==> src/rtl/cla_sub_10bit_pipe.sv <==
// Two-stage pipelined carry-lookahead subtractor: computes i_min - i_sub as i_min + ~i_sub + 1,
// with the carry chain split at SPLIT bits across two valid/ready register stages.
module cla_sub_10bit_pipe #(
  parameter int WIDTH = 10,
  parameter int SPLIT = 5
) (
  input  logic             i_clk,
  input  logic             i_rst_n,
  input  logic             i_valid,
  output logic             o_ready,
  input  logic [WIDTH-1:0] i_min,
  input  logic [WIDTH-1:0] i_sub,
  output logic             o_valid,
  input  logic             i_ready,
  output logic [WIDTH:0]   o_result,
  output logic             o_ovf
);

  localparam int HI_W = WIDTH - SPLIT;

  logic [WIDTH-1:0] b_full;
  logic [SPLIT-1:0] lo_g, lo_p, lo_diff;
  logic [SPLIT:0]   lo_c;

  logic             s1_valid;
  logic [SPLIT-1:0] s1_diff_lo;
  logic             s1_carry;
  logic [HI_W-1:0]  s1_a_hi, s1_b_hi;
  logic             s1_sign_a, s1_sign_sub;

  logic [HI_W-1:0]  hi_g, hi_p, hi_diff;
  logic [HI_W:0]    hi_c;
  logic             ovf_next;

  logic s2_adv, s1_adv, accept;

  assign s2_adv  = !o_valid || i_ready;
  assign s1_adv  = !s1_valid || s2_adv;
  assign o_ready = s1_adv;
  assign accept  = i_valid && s1_adv;

  // Low slice: generate/propagate lookahead with the +1 of two's-complement negation as carry-in
  always_comb begin
    b_full  = ~i_sub;
    lo_g    = '0;
    lo_p    = '0;
    lo_diff = '0;
    lo_c    = '0;
    lo_c[0] = 1'b1;
    for (int i = 0; i < SPLIT; i++) begin
      lo_g[i]    = i_min[i] & b_full[i];
      lo_p[i]    = i_min[i] | b_full[i];
      lo_c[i+1]  = lo_g[i] | (lo_p[i] & lo_c[i]);
      lo_diff[i] = i_min[i] ^ b_full[i] ^ lo_c[i];
    end
  end

  always_ff @(posedge i_clk or negedge i_rst_n) begin
    if (!i_rst_n) begin
      s1_valid    <= 1'b0;
      s1_diff_lo  <= '0;
      s1_carry    <= 1'b0;
      s1_a_hi     <= '0;
      s1_b_hi     <= '0;
      s1_sign_a   <= 1'b0;
      s1_sign_sub <= 1'b0;
    end else begin
      if (s1_adv) begin
        s1_valid <= i_valid;
      end
      if (accept) begin
        s1_diff_lo  <= lo_diff;
        s1_carry    <= lo_c[SPLIT];
        s1_a_hi     <= i_min[WIDTH-1:SPLIT];
        s1_b_hi     <= b_full[WIDTH-1:SPLIT];
        s1_sign_a   <= i_min[WIDTH-1];
        s1_sign_sub <= i_sub[WIDTH-1];
      end
    end
  end

  // High slice resumes the lookahead from the carry captured at the split point
  always_comb begin
    hi_g    = '0;
    hi_p    = '0;
    hi_diff = '0;
    hi_c    = '0;
    hi_c[0] = s1_carry;
    for (int i = 0; i < HI_W; i++) begin
      hi_g[i]    = s1_a_hi[i] & s1_b_hi[i];
      hi_p[i]    = s1_a_hi[i] | s1_b_hi[i];
      hi_c[i+1]  = hi_g[i] | (hi_p[i] & hi_c[i]);
      hi_diff[i] = s1_a_hi[i] ^ s1_b_hi[i] ^ hi_c[i];
    end
    ovf_next = (s1_sign_a != s1_sign_sub) && (hi_diff[HI_W-1] != s1_sign_a);
  end

  always_ff @(posedge i_clk or negedge i_rst_n) begin
    if (!i_rst_n) begin
      o_valid  <= 1'b0;
      o_result <= '0;
      o_ovf    <= 1'b0;
    end else if (s2_adv) begin
      o_valid <= s1_valid;
      if (s1_valid) begin
        o_result <= {~hi_c[HI_W], hi_diff, s1_diff_lo};
        o_ovf    <= ovf_next;
      end
    end
  end

endmodule

==> config.mk <==
export PLATFORM = sky130hd
export DESIGN_NAME = cla_sub_10bit_pipe
export DESIGN_NICKNAME = d
export VERILOG_FILES = /design/src/rtl/cla_sub_10bit_pipe.sv
export SDC_FILE = /design/constraint.sdc
export NUM_CORES = 1
export LEC_CHECK = 0
export CORE_MARGIN = 1.5
export CORE_UTILIZATION = 46
export DETAILED_ROUTE_END_ITERATION = 8
export GPL_TIMING_DRIVEN = 1
export PLACE_DENSITY = 0.78
export SETUP_SLACK_MARGIN = 0.5
export SKIP_CTS_REPAIR_TIMING = 1
export SLEW_MARGIN = 30
export SYNTH_ARGS = -nofsm -noshare
export SYNTH_HDL_FRONTEND = slang
export SYNTH_SLANG_ARGS = --single-unit
==> constraint.sdc <==
create_clock -name i_clk -period 7.5 [get_ports i_clk]
set_input_delay 1.875 -clock i_clk [delete_from_list [all_inputs] [get_ports i_clk]]
set_output_delay 1.875 -clock i_clk [all_outputs]
set_load 0.01 [all_outputs]
==> flow_metrics.tcl, run 1 <==
set metrics [dict create \
    outcome "completed" \
    clock_skew_ns 0.008584 \
    routed_wl_mm 2.412 \
    seq_power_share_pct 43.7 \
    start_util_pct 48.35 \
    cts_tree "done" \
    fp.dieArea_um2 3530 \
    met2_usage_pct 27.00 \
    wl_per_cell_um 12.83 \
    whs_endpoint "s1_diff_lo[4]$_DFFE_PN0P_" \
    firstDrtPassIters 4 \
    rsz0062_at_grt "no" \
    syn_nets 134 \
    layout_min_cycle_time_ns 4.933 \
    synth.avg_cell_area_um2 14.64 \
    cp_max_fo 5 \
    synth_seq_area_share_pct 52.99 \
    drive_gt1_share_pct 20.83 \
    clock_latency_ns 0.34 \
    finalMaxSlewViolations 0 \
    synthArstFlopShare_pct 100.0 \
    antenna_found_initial 0 \
    synth_common_cells "dfrtp_1 (31), inv_1 (18), mux2_2 (16), fa_1 (9), mux2i_1 (9)" \
    worstHoldStart "s1_diff_lo[4]$_DFFE_PN0P_" \
    synth_edf_count 0 \
    leakage_nw 0.9216 \
    r2r_end "o_ovf$_DFFE_PN0P_" \
    grtUsageMet3_pct 8.515 \
    tightestPinTransition_ns 0.6102 \
    cts-htree-levels 2 \
    power_w 0.0005495 \
    ys_types 18 \
    ant_nets 0 \
    endpoint_kind "primary output" \
    clock_sinks 31 \
    cpPeakStageDelay_ns 0.54 \
    slew_headroom_pct 59.22 \
    diodes 0 \
    via_per_inst 4.665 \
    drc 0 \
    dp_hpwl_mm 1.832 \
    hold_viol_final 0 \
    fmax_ghz 0.2027 \
    grt_pass1_wl_mm 4.098 \
    intPower_w 0.0004015 \
    ff2ff_setup_slack_ns 4.56 \
    maxCapViolations 0 \
    setup.worst_path.start_class "input pin" \
    p_per_area_nw_per_um2 280.8 \
    fin_nets 177 \
    drt_iter0_drc 22 \
    r2r-start "s1_carry$_DFFE_PN0P_" \
    synth_top_area_cell "dfrtp_1" \
    worst_r2r_path_depth 10 \
    gr-total-overflow 0 \
    dr_total_vias 877 \
    critPathMostFrequentCell "clkdlybuf4s50_1" \
    clk_path_buf_depth 2 \
    synth_top_area_share_pct 52.99 \
    top_usage_layer "met2" \
    synth_cells 100 \
    arrival_ns 3.06 \
    core_um2 3028 \
    crit_required_ns 5.62 \
    die_w_um 59.41 \
    min_period_over_period_pct 65.77 \
    grt_use_met1_pct 19.42 \
    crit_slowest_cell "clkdlybuf4s50_1" \
    synth_ff_type "dfrtp_1" \
    grt_max_degree 32 \
    portBuffers 37 \
    ys_ff_latch 31 \
    crit_type "input pin to primary output" \
    syn_to_final_growth_pct 33.68 \
    yosysMostFrequentCell "dfrtp_1" \
    gp_congestion 0.7534 \
    synthTopCellsByArea "dfrtp_1 (53%), fa_1 (12%), mux2_2 (12%)" \
    track_usage_pct 16.98 \
    clock-root-buffer "clkbuf_4" \
    synth_area_um2 1464 \
    worstHoldPathType "flop to flop" \
    grt_pass1_vias 903 \
    cts_buffers 5 \
    io_pins 38 \
    p_clk_share_pct 24.6 \
    combinationalPowerShare_pct 31.7 \
    setup_tns_ns 0 \
    die_h_um 59.41 \
    rows 20 \
    crit_chain "clkdlybuf4s50_1 > nand3b_4 > clkdlybuf4s50_1" \
    n_fill_cell 247 \
    clk_pin_slew_ns 0.09 \
    setup_viol 0 \
    power_switching_w 0.0001481 \
    peakVddDrop_mv 0.1337 \
    p_sw_share_pct 26.94 \
    yosys_warnings 0 \
    hold_depth 1 \
]
layout by cell type, fill, tap and decap left out, types with 2 or more instances in the layout:
master / netlist / final
or2b_1: 2 / 2
nand2b_1: 2 / 2
mux2_4: 3 / 3
dfrtp_1: 31 / 31
inv_1: 18 / 18
fa_1: 9 / 9
mux2i_1: 9 / 9
mux2_2: 16 / 16
clkbuf_4: 0 / 5
clkdlybuf4s50_1: 0 / 37
worst max-delay path by stage:
stage	start	endpoint
floorplan	i_ready	o_ready
global placement	i_ready	o_ready
detailed placement	i_ready	o_ready
CTS	i_ready	o_ready
global route	i_ready	o_ready
finish	i_ready	o_ready
critical path: cells and delay by family:
kind,cells,cell delay (ns)
buffers and inverters,2,1.01
and+or+nand+nor,1,0.16
power by group through the flow:
stage / clock network (W) / logic, W / registers (W)
6_report: 0.000135 / 0.000174 / 0.000240
5_1_grt: 0.000148 / 0.000194 / 0.000247
4_1_cts: 0.000140 / 0.000178 / 0.000241
3_5_place_dp: 0 / 0.000178 / 0.000244
3_3_place_gp: 0 / 0.000173 / 0.000241
2_1_floorplan: 0 / 0.0000758 / 0.000253
per-stage QoR:
step | util [%] | worst slack (ns) | std cells | cell area [um2] | hold slack [ns]
6_report | 64.63 | 2.567 | 188 | 1957 | 0.5068
2_1_floorplan | - | 3.575 | 100 | 1464 | 0.4749
3_5_place_dp | 61.78 | 2.567 | 180 | 1871 | 0.4914
5_1_grt | 64.63 | 2.553 | 188 | 1957 | 0.5333
4_1_cts | 64.63 | 2.568 | 188 | 1957 | 0.5140
3_3_place_gp | 61.78 | 2.590 | 180 | 1871 | 0.4837
state kept, by name, indices dropped and copies added, names as in the netlist:
signal       cells
o_valid          1
s1_carry         1
s1_sign_sub      1
o_result        11
s1_diff_lo       5
s1_a_hi          5
s1_valid         1
s1_b_hi          5
o_ovf            1
per-layer routing:
metal  vias up  wire, um
li1        403         -
met1       441      1004
met2        28      1187
met3         5       181
met4         0        38
met5         -         0
kinds of logic after synthesis:
logic type | after synthesis | share of synthesized area (%)
flip-flops | 31 | 52.99
multiplexers | 28 | 21.54
AO/OA/AOI/OAI | 3 | 1.111
adder cells (fa/ha/maj) | 10 | 13.16
AND/OR/NAND/NOR | 8 | 4.786
buffers and inverters | 20 | 6.410
area by class of cell:
class	count	area (um2)	area share, %
tap	44	55.05	2.813
clock buffer	6	51.30	2.621
sequential	31	775.7	39.64
timing repair buffer	38	377.9	19.31
multi-input combinational	49	594.3	30.37
clock inverter	2	35.03	1.790
inverter	18	67.56	3.453
(Power assumes the default switching activity.)
==> run 2: changes to the inputs <==
==> constraint.sdc (replaced) <==
create_clock -name i_clk -period 4.6 [get_ports i_clk]
set_input_delay 1.15 -clock i_clk [delete_from_list [all_inputs] [get_ports i_clk]]
set_output_delay 1.15 -clock i_clk [all_outputs]
set_load 0.01 [all_outputs]
==> flow_metrics.tcl, run 2 (synthesis gave the netlist of run 1 again) <==
set metrics [dict create \
    tightestPinTransition_ns 0.5866 \
    die_w_um 59.41 \
    finalMaxSlewViolations 0 \
    ant_nets 0 \
    clock_skew_ns 0.002649 \
    critPathBufInv 2 \
    hold_viol_final 0 \
    r2r-start "s1_carry$_DFFE_PN0P_" \
    mostFrequentLayoutCells "clkdlybuf4s50_1 (37), dfrtp_1 (31), inv_1 (18)" \
    worst_r2r_path_depth 10 \
    layout_min_cycle_time_ns 3.487 \
    dr_total_vias 861 \
    clk_path_buf_depth 2 \
    fp.dieArea_um2 3530 \
    crit_type "input pin to primary output" \
    crit_chain "clkdlybuf4s50_1 > nand3b_4 > clkdlybuf4s50_1" \
    seq_area_um2 775.7 \
    clock-root-buffer "clkbuf_4" \
    cts-htree-levels 2 \
    hold_depth 1 \
    setup_tns_ns 0 \
    drc 0 \
    dp_hpwl_mm 1.845 \
    rows 20 \
    drive_gt1_share_pct 20.14 \
    die_h_um 59.41 \
    whs_endpoint "o_result[3]$_DFFE_PN0P_" \
    slew_headroom_pct 60.80 \
    rsz0062_at_grt "no" \
    fin_nets 177 \
    antenna_found_initial 0 \
    final_common_cell "clkdlybuf4s50_1" \
    p_per_area_nw_per_um2 443.2 \
    n_fill_cell 254 \
    maxCapViolations 0 \
    fmax_ghz 0.2868 \
    core_um2 3028 \
    start_util_pct 48.35 \
    min_period_over_period_pct 75.79 \
    clock_latency_ns 0.33 \
    setup_viol 0 \
    cts_tree "done" \
    r2r_end "o_ovf$_DFFE_PN0P_" \
    grt_pass1_vias 946 \
    worst_slack_ns 1.113 \
    clk_pin_slew_ns 0.09 \
    largest_reg_flops 11 \
    dp_slack_ns 0.9308 \
    setup.worst_path.start_class "input pin" \
    top_register "o_result" \
    drt_iter0_drc 21 \
    leakage_nw 0.9119 \
    gp_congestion 0.6940 \
    crit_slowest_cell "clkdlybuf4s50_1" \
    cp_top_family "buffers and inverters" \
    ff2ff_setup_slack_ns 1.61 \
    whs_ns 0.5079 \
    via_per_inst 4.580 \
    crit_required_ns 3.45 \
    grt_max_degree 32 \
    portBuffers 37 \
    cts_buffers 5 \
    wl_per_cell_um 13.20 \
    worstHoldStart "s1_diff_lo[3]$_DFFE_PN0P_" \
    outcome "completed" \
    routed_wl_mm 2.481 \
    power_w 0.0008595 \
    diodes 0 \
    grt_pass1_wl_mm 4.243 \
    worstHoldPathType "flop to flop" \
    endpoint_kind "primary output" \
    track_usage_pct 17.22 \
    clock_sinks 31 \
    cp_max_fo 5 \
    gr-total-overflow 0 \
    crit_start "i_ready" \
    peakVddDrop_mv 0.2235 \
    cpPeakStageDelay_ns 0.54 \
    arrival_ns 2.34 \
    multi_input_area_um2 594.3 \
    syn_to_final_growth_pct 32.48 \
    io_pins 38 \
    firstDrtPassIters 4 \
    critPathMostFrequentCell "clkdlybuf4s50_1" \
]
[run 2: stage by stage]
stage	cells	instance area [um2]	utilization (%)
2_1_floorplan	100	1464	-
3_3_place_gp	180	1871	61.78
3_5_place_dp	180	1871	61.78
4_1_cts	188	1939	64.05
5_1_grt	188	1939	64.05
6_report	188	1939	64.05
[run 2: cell type report]
class	instances	area share, %
Clock buffer	8	3.548
Inverter	18	3.484
Multi-Input combinational cell	49	30.65
Sequential cell	31	40.00
Tap cell	44	2.839
Timing Repair Buffer	38	19.48
[run 2: layer usage]
metal	vias to the layer above	global-route usage, %	share of wire (%)
li1	405	-	-
met1	420	20.61	42
met2	31	27.00	50
met3	5	8.515	7.3
met4	0	5.844	1.0
met5	-	0	0
[run 2: worst max-delay path by stage]
stage          depth (start not counted)  slack, ns                         to
2_1_floorplan                          8       1.50  s1_diff_lo[4]$_DFFE_PN0P_
3_3_place_gp                           9       0.97  s1_diff_lo[4]$_DFFE_PN0P_
3_5_place_dp                           9       0.93  s1_diff_lo[4]$_DFFE_PN0P_
4_1_cts                                3       1.10                    o_ready
5_1_grt                                3       1.07                    o_ready
6_report                               3       1.11                    o_ready
[run 2: report_power, final]
part           internal (W)  switching [W]  total, W
clock network     0.0000899      0.0000916  0.000182
registers          0.000347      0.0000421  0.000390
logic              0.000181       0.000108  0.000288
total              0.000618       0.000241  0.000860
[run 2: worst register-to-register path: stages, from the launching register on]
cell,delay (ns)
dfrtp_1,0.41
fa_1,0.47
fa_1,0.39
fa_1,0.37
inv_1,0.08
fa_1,0.16
inv_1,0.05
fa_1,0.52
nand2b_1,0.11
o21ai_0,0.07
mux2_2,0.26
==> run 3: changes to the inputs <==
--- a/config.mk
+++ b/config.mk
@@ -6,10 +6,10 @@
 export NUM_CORES = 1
 export LEC_CHECK = 0
 export CORE_MARGIN = 1.5
-export CORE_UTILIZATION = 46
+export CORE_UTILIZATION = 43
 export DETAILED_ROUTE_END_ITERATION = 8
 export GPL_TIMING_DRIVEN = 1
-export PLACE_DENSITY = 0.78
+export PLACE_DENSITY = 0.77
 export SETUP_SLACK_MARGIN = 0.5
 export SKIP_CTS_REPAIR_TIMING = 1
 export SLEW_MARGIN = 30
==> constraint.sdc (replaced) <==
create_clock -name i_clk -period 2.9 [get_ports i_clk]
set_input_delay 0.725 -clock i_clk [delete_from_list [all_inputs] [get_ports i_clk]]
set_output_delay 0.725 -clock i_clk [all_outputs]
set_load 0.01 [all_outputs]
==> flow_metrics.tcl, run 3 (synthesis gave the netlist of run 1 again) <==
set metrics [dict create \
    crit_chain "fa_2 > fa_2 > fa_2 > inv_2 > fa_1 > inv_1 > fa_1 > nand2b_1 > o21ai_1 > mux2_2" \
    cp_max_fo 3 \
    n_fill_cell 290 \
    cts_buffers 5 \
    cts_tree "done" \
    via_per_inst 4.537 \
    routed_wl_mm 2.612 \
    hold_viol_final 0 \
    antenna_found_initial 0 \
    clock_latency_ns 0.32 \
    gp_congestion 0.7367 \
    cpPeakStageDelay_ns 0.52 \
    tightestPinTransition_ns 0.5834 \
    fmax_ghz 0.3564 \
    clock-root-buffer "clkbuf_4" \
    drt_iter0_drc 38 \
    die_w_um 61.35 \
    rsz0062_at_grt "yes" \
    clk_pin_slew_ns 0.09 \
    die_h_um 61.35 \
    worstHoldPathType "flop to flop" \
    track_usage_pct 16.48 \
    arrival_ns 3.02 \
    gr-total-overflow 0 \
    grt_pass1_wl_mm 4.284 \
    setup.worst_path.start_class "flop" \
    crit_slowest_cell "fa_1" \
    seq_area_um2 775.7 \
    cp_top_family "adder cells" \
    drc 0 \
    rows 21 \
    dp_slack_ns -0.3783 \
    critPathMostFrequentCell "fa_2" \
    endpoint_kind "flop" \
    io_pins 38 \
    whs_ns 0.5132 \
    start_util_pct 44.22 \
    peakVddDrop_mv 0.3388 \
    layout_min_cycle_time_ns 2.806 \
    mostFrequentLayoutCells "clkdlybuf4s50_1 (32), dfrtp_1 (31), mux2_2 (15)" \
    ant_nets 0 \
    setup_viol 0 \
    grt_pass1_vias 937 \
    critPathBufInv 2 \
    worst_slack_ns 0.09445 \
    clock_skew_ns 0.005493 \
    drive_gt1_share_pct 29.86 \
    crit_required_ns 3.11 \
    firstDrtPassIters 3 \
    outcome "completed" \
    fp.dieArea_um2 3763 \
    syn_to_final_growth_pct 36.75 \
    finalMaxSlewViolations 0 \
    maxCapViolations 0 \
    min_period_over_period_pct 96.74 \
    dp_hpwl_mm 1.959 \
    portBuffers 37 \
    grt_max_degree 32 \
    wl_per_cell_um 13.75 \
    leakage_nw 0.9369 \
    crit_type "flop to flop" \
    diodes 0 \
    fin_nets 177 \
    dr_total_vias 862 \
    p_per_area_nw_per_um2 687.2 \
    clock_sinks 31 \
    largest_reg_flops 11 \
    slew_headroom_pct 61.02 \
    clk_path_buf_depth 2 \
    final_common_cell "clkdlybuf4s50_1" \
    multi_input_area_um2 628.1 \
    cts-htree-levels 2 \
    top_register "o_result" \
    core_um2 3311 \
]
## run 3: changes by cell type in the layout (fill, tap and decap cells not counted), sizes merged
cell,previous run,this run
clkinv,0,1
clkdlybuf4s50,37,32
dlymetal6s2s,0,3
buf,1,3
inv,18,17
## run 3: worst paths after layout
check | endpoint | start | cells after the start | slack, ns
worst max-delay path | o_ovf$_DFFE_PN0P_ | s1_carry$_DFFE_PN0P_ | 10 | 0.09
worst max register to register | o_ovf$_DFFE_PN0P_ | s1_carry$_DFFE_PN0P_ | 10 | 0.09
min in group asynchronous | s1_diff_lo[1]$_DFFE_PN0P_ | i_rst_n | 2 | 0.80
max in group asynchronous | s1_a_hi[3]$_DFFE_PN0P_ | i_rst_n | 2 | 1.82
worst min-delay path | o_result[5]$_DFFE_PN0P_ | o_result[5]$_DFFE_PN0P_ | 1 | 0.51
worst min register to register | o_result[5]$_DFFE_PN0P_ | o_result[5]$_DFFE_PN0P_ | 1 | 0.51
## run 3: cell type report
cell class | count | area share (%)
clock buffer | 8 | 3.438
multi-input combinational | 49 | 31.37
tap | 46 | 2.875
timing repair buffer | 38 | 19.56
sequential | 31 | 38.75
inverter | 18 | 4.000
## run 3: metrics by stage
step | power [W] | cells | utilization (%) | instance area [um2] | TNS (ns)
after floorplan | 0.0008627 | 100 | - | 1503 | 0
after global placement | 0.001087 | 182 | 57.75 | 1912 | -0.6539
after detailed placement | 0.001113 | 182 | 57.75 | 1912 | -0.7644
after CTS | 0.001397 | 190 | 59.83 | 1981 | -0.02307
after global routing | 0.001478 | 190 | 60.47 | 2002 | -0.01055
final | 0.001376 | 190 | 60.47 | 2002 | 0
## run 3: report_power, final
group / switching (W) / internal, W
sequential: 0.0000704 / 0.000551
clock: 0.000140 / 0.000143
combinational: 0.000178 / 0.000294
total: 0.000388 / 0.000988
## run 3: routing by layer
layer	wire length [um]	track usage [%]	part of all wire, %
met5	0	0	0
met4	58	8.207	2.2
met3	145	4.832	5.6
met2	1314	26.75	50
met1	1094	20.14	42
